### config.mk
export PLATFORM = sky130hd
export DESIGN_NAME = mmi_arbiter
export DESIGN_NICKNAME = d
export VERILOG_FILES = /design/src/rtl/mmi_arbiter.sv
export SDC_FILE = /design/constraint.sdc
export NUM_CORES = 1
export LEC_CHECK = 0
export CAP_MARGIN = 15
export CORE_UTILIZATION = 31
export DETAILED_ROUTE_END_ITERATION = 10
export PLACE_DENSITY = 0.81
export SLEW_MARGIN = 20
export SYNTH_ARGS = -nofsm -noshare
export SYNTH_HDL_FRONTEND = slang
export SYNTH_SLANG_ARGS = --single-unit
### constraint.sdc
create_clock -name clk -period 2.12 [get_ports clk]
set_clock_uncertainty 0.05 [all_clocks]
set_input_delay 0.212 -clock clk [delete_from_list [all_inputs] [get_ports clk]]
set_output_delay 0.212 -clock clk [all_outputs]
set_load 0.01 [all_outputs]
### src/rtl/mmi_arbiter.sv
// ============================================================================
//  Module   : mmi_arbiter
//  Purpose  : Two-requester round-robin arbiter (A = CPU, B = coprocessor)
//             onto a single downstream register port; optional bus timeout
//             enabled by defining MMI_ARB_TIMEOUT_EN.
//  Revision : 1.0 - initial release
// ============================================================================
`default_nettype none

module mmi_arbiter (
    input  logic        clk,
    input  logic        resetn,
    input  logic        a_valid,
    input  logic [2:0]  a_addr,
    input  logic [3:0]  a_wstrb,
    input  logic [31:0] a_wdata,
    output logic [31:0] a_rdata,
    output logic        a_ready,
    input  logic        b_valid,
    input  logic [2:0]  b_addr,
    input  logic [3:0]  b_wstrb,
    input  logic [31:0] b_wdata,
    output logic [31:0] b_rdata,
    output logic        b_ready,
    output logic        m_valid,
    output logic [2:0]  m_addr,
    output logic [3:0]  m_wstrb,
    output logic [31:0] m_wdata,
    input  logic [31:0] m_rdata,
    input  logic        m_ready,
    output logic        err
);

    localparam logic [31:0] c_TMO_RDATA = 32'hDEAD_BEEF;

    typedef enum logic [1:0] {
        ST_IDLE   = 2'd0,
        ST_BUSY_A = 2'd1,
        ST_BUSY_B = 2'd2
    } state_t;

    state_t      r_state;
    state_t      w_state_nxt;
    logic        r_last_b;
    logic        w_grant_a;
    logic        w_grant_b;
    logic        w_done;
    logic        w_busy;
    logic        w_timeout;
    logic [31:0] w_resp_data;

    assign w_busy = (r_state != ST_IDLE);

    always_comb begin
        w_state_nxt = r_state;
        w_grant_a   = 1'b0;
        w_grant_b   = 1'b0;
        w_done      = 1'b0;
        case (r_state)
            ST_IDLE: begin
                // On a tie, A wins only if B held the last grant
                if (a_valid && (!b_valid || r_last_b)) begin
                    w_grant_a   = 1'b1;
                    w_state_nxt = ST_BUSY_A;
                end else if (b_valid) begin
                    w_grant_b   = 1'b1;
                    w_state_nxt = ST_BUSY_B;
                end
            end
            ST_BUSY_A, ST_BUSY_B: begin
                if (m_ready || w_timeout) begin
                    w_done      = 1'b1;
                    w_state_nxt = ST_IDLE;
                end
            end
            default: w_state_nxt = ST_IDLE;
        endcase
    end

    // Completion is only reported to a requester still holding valid
    assign w_resp_data = w_timeout ? c_TMO_RDATA : m_rdata;
    assign a_ready     = (r_state == ST_BUSY_A) && w_done && a_valid;
    assign b_ready     = (r_state == ST_BUSY_B) && w_done && b_valid;
    assign a_rdata     = a_ready ? w_resp_data : 32'd0;
    assign b_rdata     = b_ready ? w_resp_data : 32'd0;

    always_ff @(posedge clk or negedge resetn) begin
        if (!resetn) begin
            r_state  <= ST_IDLE;
            r_last_b <= 1'b1;
            m_valid  <= 1'b0;
            m_addr   <= 3'd0;
            m_wstrb  <= 4'd0;
            m_wdata  <= 32'd0;
        end else begin
            r_state <= w_state_nxt;
            if (w_grant_a) begin
                r_last_b <= 1'b0;
                m_valid  <= 1'b1;
                m_addr   <= a_addr;
                m_wstrb  <= a_wstrb;
                m_wdata  <= a_wdata;
            end else if (w_grant_b) begin
                r_last_b <= 1'b1;
                m_valid  <= 1'b1;
                m_addr   <= b_addr;
                m_wstrb  <= b_wstrb;
                m_wdata  <= b_wdata;
            end else if (w_done) begin
                m_valid  <= 1'b0;
            end
        end
    end

`ifdef MMI_ARB_TIMEOUT_EN
    logic [7:0] r_tmo_cnt;
    logic       r_err;

    // Fires on the 256th consecutive stalled BUSY cycle
    assign w_timeout = w_busy && !m_ready && (r_tmo_cnt == 8'hFF);
    assign err       = r_err;

    always_ff @(posedge clk or negedge resetn) begin
        if (!resetn) begin
            r_tmo_cnt <= 8'd0;
            r_err     <= 1'b0;
        end else begin
            if (w_grant_a || w_grant_b) begin
                r_tmo_cnt <= 8'd0;
            end else if (w_busy && !m_ready) begin
                r_tmo_cnt <= r_tmo_cnt + 8'd1;
            end
            if (w_timeout) begin
                r_err <= 1'b1;
            end
        end
    end
`else
    assign w_timeout = 1'b0;
    assign err       = 1'b0;
`endif

endmodule

`default_nettype wire

==> out/qor.txt, run 1 <==
Actual slew at the worst max-slew pin: 0.561 ns
Arr. time, crit path: 1.80 ns
Design Area, Final: 4930 µm²
Fillers: 665
Worst slew margin: 0.626
DRC: 0
Syn_area_per_cell: 10.7 µm²
Synth unique cells: 25
Synth warnings: 0
CP endpoint kind: output pin
Chip width: 91.1 µm
GR Overflow Total: 0
IO buf count: 220
Synth top area share: 0.427
Final hold slack: 0.433 ns
Synth area leader: dfrtp_1
Antenna diode count: 0
Post-Place Cells: 544
Fin crit share: 0.974
Mapped Cells: 230
Ys flop type: dfrtp_1
Crit-path max FO: 5
Iteration-0 DRC Markers: 129
Skew-Pair Late Insertion Delay: 0.29 ns
Post-route ant nets: 0
Peak supply drop: 0.565 mV
Hpwl dp: 6.67 mm
Clk sinks: 43
Slew Viols, Final: 0
CTS tree: built
Core Util, Final: 0.641
Mapped Nets: 348
Row count: 32
Drt total wl: 9.28 mm
Async set-or-reset flop fraction in the synthesized netlist: 1.00
Chip height: 91.1 µm
Vias in the first global route: 2799
GRT Total Usage: 0.219
Final hold vios: 0
Max-cap violations: 0
Place WS: -0.0201 ns
Clk buf depth: 2
PnR worst setup slack: 0.0546 ns
Register Area: 1080 µm²
Hold crit path type: register to register
Synthesized cell area: 2460 µm²
Top-count cell post-synth: and2_1
Gpl congestion: 0.737
Final Non-Filler Cells: 563
Initial core utilization: 0.320
Initial antenna violation count: 0
Sequential fraction of the synthesis area: 0.437
Largest net degree at the start of global routing: 44
Vias post-DR: 2662
PnR Total Power: 4.99 mW
Vias per cell: 4.73
Critical path type: register to output pin
Die Area: 8310 µm²
RSZ-0062 raised after global routing: true
Synth Register Bits: 43
Global-route wire length before repair: 14.3 mm
H-tree depth: 2
CP startpoint kind: register
Placed Area: 4790 µm²
Area growth from synthesis to layout: 100%
Cells taking the most area after synthesis: dfrtp_1, and2_1, o221a_2, nand2b_1, o221a_1
Clock transition at the registers of the reported paths: 0.08 ns
Num CTS Buffers: 5
Core footprint: 7690 µm²
Avg WL per Cell: 16.5 µm
Top cells by count, synth: and2_1, dfrtp_1, nand2b_1
Post-synth EDFFs: 0
Period minus WS final: 2.07 ns
DRT Pass-1 Iters: 4
Nets: 578
# setup viols final: 0
Share of cells above drive strength 1: 0.336
Clock root cell: clkbuf_8
Area of the multi-input gates: 1320 µm²
Status: finished clean
Lkg Pwr: 2.15 nW
Max Freq: 484 MHz
PD cells: 1010 nW/µm²
I/O Pins: 222
Setup_tns: 0 ns
CP required: 1.86 ns
## cells in the final DEF (no fill, tap or decap), types with 2 or more instances in the layout
master / n
buf_12: 4
nand2b_1: 36
o22ai_1: 2
o221a_1: 7
buf_6: 20
buf_4: 10
clkbuf_8: 6
clkbuf_16: 2
or2b_1: 3
dfrtp_1: 42
a21oi_1: 3
nor2_4: 2
ha_1: 2
and2_4: 17
buf_2: 29
clkdlybuf4s50_1: 153
o221a_2: 32
and2_1: 47
nand2_1: 4
inv_2: 3
clkbuf_2: 19
## per-layer routing
metal	routed length [µm]	vias to the layer above	global-route usage	part of all wire
met4	188	0	0.0648	0.020
li1	-	1264	-	-
met5	0	-	0	0
met1	3540	1260	0.250	0.38
met3	562	12	0.0452	0.061
met2	4990	126	0.407	0.54
## report_power, final
part,switching (mW),internal [mW]
Clock,0.287,0.381
Sequential,0.214,1.22
Combinational,1.13,1.75
Total,1.63,3.35
## critical path: stages (launching register included)
cell	delay (ns)
dfrtp_1	0.38
inv_2	0.07
ha_4	0.29
nand2_4	0.07
nor2_4	0.11
buf_12	0.14
buf_12	0.10
and2_1	0.12
clkdlybuf4s15_1	0.24
## registers in the layout, indices dropped and copies added, names as in the netlist
register  flops
m_wstrb       4
m_wdata      32
m_valid       1
m_addr        3
r_last_b      1
r_state       2
## layout make-up
class,count,area share
Clock buffer,6,0.0168
Sequential cell,43,0.219
Timing Repair Buffer,242,0.461
Tap cell,102,0.0259
Inverter,4,0.00305
Clock inverter,2,0.00711
Multi-Input combinational cell,164,0.268
## logic make-up (layout without fill, tap and decap cells)
kind of cell	count (synthesis)	after routing	share of synthesized area
DFF	43	43	0.437
and+or+nand+nor	113	113	0.284
AOI/OAI and AO/OA	47	47	0.204
buffers and inverters	23	254	0.0579
adders and majority gates	3	3	0.0152
other	1	1	0.00152
## final timing paths
| kind | slack (ns) | depth (start not counted) | end | startpoint |
|---|---|---|---|---|
| worst max-delay path | 0.05 | 8 | b_rdata[9] | r_state[1] |
| worst min-delay path | 0.43 | 2 | m_valid | m_valid |
| worst max register to register | 0.62 | 6 | m_wdata[20] | r_state[1] |
| worst min register to register | 0.43 | 2 | m_valid | m_valid |
| max in group asynchronous | 1.14 | 3 | m_wdata[25] | resetn |
| min in group asynchronous | 0.49 | 3 | m_wdata[9] | resetn |
## repair_timing
item / 4_1_cts / 5_1_grt
pin swaps: 3 / 6
setup buffers: 7 / 2
hold endpoints to repair: 42 / 0
endpoints found under the setup margin: 66 / 54
gates cloned: 3 / 2
gates resized for setup: 218 / 74
hold buffers: 1 / 0
(Power assumes the default switching activity.)
==> run 2, diff against run 1 <==
--- a/config.mk
+++ b/config.mk
@@ -6,9 +6,11 @@
 export NUM_CORES = 1
 export LEC_CHECK = 0
 export CAP_MARGIN = 15
-export CORE_UTILIZATION = 31
+export CELL_PAD_IN_SITES_DETAIL_PLACEMENT = 1
+export CELL_PAD_IN_SITES_GLOBAL_PLACEMENT = 1
+export CORE_UTILIZATION = 21
 export DETAILED_ROUTE_END_ITERATION = 10
-export PLACE_DENSITY = 0.81
+export PLACE_DENSITY_LB_ADDON = 0.1
 export SLEW_MARGIN = 20
 export SYNTH_ARGS = -nofsm -noshare
 export SYNTH_HDL_FRONTEND = slang
==> run 2 against run 1 <==
Net effect:
- the flow now finishes with violations (setup timing)
- critical path depth rose by 1
- worst hold slack got worse by 0.037 ns
- die area increased by 46%
- non-clock buffer count up 5
- sequential share of layout area fell by 0.13 points
- clock power grew 29%
- first-iteration DRC count is 23% lower
- sequential cell count unchanged
- maximum frequency decreased by 2.6%
- wire length up 16%
- critical endpoint is now a_rdata[18]
==> out/qor.txt, run 2 (synthesis results as in run 1) <==
PnR worst setup slack: -0.00120 ns (-0.0558 ns)
GRT Total Usage: 0.171 (-0.0476)
Max Freq: 471 MHz (-2.6%)
CP dominant cell by count: buf_12
Register Area: 1080 µm² (unchanged)
Crit path max-delay cell type: dfrtp_1
Commonest non-fill, non-tap cell in the layout: clkdlybuf4s50_1
Core footprint: 11400 µm² (+49%)
Final hold vios: 0 (unchanged)
CP top delay family: buffers and inverters
I/O Pins: 222 (unchanged)
Worst R2R Start: r_state[1]
H-tree depth: 2 (unchanged)
Crit-path max FO: 11 (+6)
Top reg by flops: m_wdata
RSZ-0062 raised after global routing: true
Max-cap violations: 0 (unchanged)
Global-route wire length before repair: 15.5 mm (+8.4%)
GR Overflow Total: 0 (unchanged)
Nets: 583 (+0.87%)
IO buf count: 220 (unchanged)
Vias in the first global route: 2900 (+3.6%)
Gpl congestion: 0.687 (-6.8%)
Antenna diode count: 0 (unchanged)
Regs by FF count: m_wdata x32, m_wstrb x4, m_addr x3
Post-route ant nets: 0 (unchanged)
Hold crit path type: input port to asynchronous set/reset pin
# setup viols final: 1 (+1)
Arr. time, crit path: 1.86 ns (+0.06 ns)
Critical path type: register to output pin
Peak supply drop: 0.483 mV (-15%)
Worst Reg2Reg Path Length in Cells: 5 (-1)
Placed Area: 4870 µm² (+1.7%)
Row count: 39 (+22%)
PD cells: 1040 nW/µm² (+3.1%)
Clk sinks: 43 (unchanged)
Fin crit share: 1.00 (+0.0263)
Initial core utilization: 0.216 (-0.105)
RR Endpoint: m_addr[0]
Fillers: 1264 (+90%)
DRT Pass-1 Iters: 4 (unchanged)
PnR Total Power: 5.17 mW (+3.7%)
Avg WL per Cell: 17.7 µm (+7.7%)
CTS tree: built
Vias per cell: 4.43 (-6.3%)
DRC: 0 (unchanged)
Final Non-Filler Cells: 608 (+8.0%)
Chip height: 110 µm (+21%)
Lkg Pwr: 2.15 nW (about the same)
CP endpoint kind: output pin
Slew Viols, Final: 0 (unchanged)
Hpwl dp: 7.98 mm (+20%)
Status: complete, but fails checks
CP required: 1.86 ns (about the same)
Area growth from synthesis to layout: 101%
Clock root cell: clkbuf_16
Initial antenna violation count: 0 (unchanged)
Largest net degree at the start of global routing: 28 (-36%)
Share of cells above drive strength 1: 0.292 (-0.0438)
Clock transition at the registers of the reported paths: 0.06 ns (-0.02 ns)
Drt total wl: 10.8 mm (+16%)
Failing checks: setup timing
Slowest cell delay on critical path: 0.34 ns (-0.04 ns)
Critical-path cell list: inv_1 > ha_1 > nand2_2 > nor2_4 > buf_12 > buf_16 > buf_12 > and2_1 > buf_2
Max reg flops: 32 (unchanged)
Die Area: 12200 µm² (+46%)
Chip width: 110 µm (+21%)
Period minus WS final: 2.12 ns (+0.0558 ns)
Most frequent cells in the layout: clkdlybuf4s50_1, and2_1, dfrtp_1
Clk buf depth: 2 (unchanged)
CP bufs+invs: 5 (+1)
Area of the multi-input gates: 1270 µm² (-4.0%)
Num CTS Buffers: 5 (unchanged)
Vias post-DR: 2694 (+1.2%)
Skew-Pair Late Insertion Delay: 0.28 ns (about the same)
Iteration-0 DRC Markers: 99 (-23%)
Internal reg-to-reg setup slack: 0.41 ns (-0.21 ns)
Design Area, Final: 4960 µm² (+0.58%)
Post-Place Cells: 588 (+8.1%)
Setup_tns: -0.00120 ns (-0.00120 ns)
CP startpoint kind: register
## run 2: tightest hold or removal path: cells and delay by family
kind | cells | cell delay (ns)
buffers and inverters | 3 | 0.89
## run 2: stage by stage
step           hold WS, ns  setup WS (ns)   util
2_1_floorplan       -0.134          0.538      -
3_3_place_gp         0.140        0.00723  0.427
3_5_place_dp         0.144        -0.0320  0.427
4_1_cts              0.370       0.000470  0.438
5_1_grt              0.416        -0.0794  0.434
6_report             0.397       -0.00120  0.434
## run 2: worst max-delay path by stage
stage	slack, ns	to	cells after the start	start
after floorplan	0.54	b_rdata[10]	6	r_state[0]
after global placement	0.007	a_rdata[8]	6	m_ready
after detailed placement	-0.03	b_rdata[0]	6	m_ready
after CTS	0.0005	a_rdata[15]	7	r_state[1]
after global routing	-0.08	a_rdata[23]	9	r_state[1]
final	-0.001	a_rdata[18]	9	r_state[1]
## run 2: area by class of cell
class,count,share of cell area
clock buffer,6,0.0260
clock inverter,1,0.00606
inverter,4,0.00303
multi-input combinational,164,0.255
sequential,43,0.217
tap,143,0.0361
timing repair buffer,247,0.456
## run 2: layer usage
layer	routed length [µm]	global-route usage	vias up	part of all wire
met1	4110	0.182	1289	0.38
met2	5500	0.326	127	0.51
met5	0	0	-	0
met4	98	0.0395	0	0.0091
met3	1080	0.0535	6	0.10
li1	-	-	1272	-
## run 2: what timing repair did
| action | in CTS | in global routing |
|---|---|---|
| endpoints found under the setup margin | 66 | 62 |
| buffers inserted | 6 | 2 |
| pin swaps | 4 | 1 |
| hold buffers | 1 | 0 |
| cloned | 2 | 2 |
| gates resized for setup | 190 | 42 |
| endpoints found under the hold margin | 42 | 0 |
## run 2: report_power, final
group / leakage, nW / switching [mW] / internal, mW
sequential: 0.474 / 0.203 / 1.23
combinational: 1.60 / 1.16 / 1.72
clock: 0.0769 / 0.314 / 0.550
total: 2.15 / 1.68 / 3.49
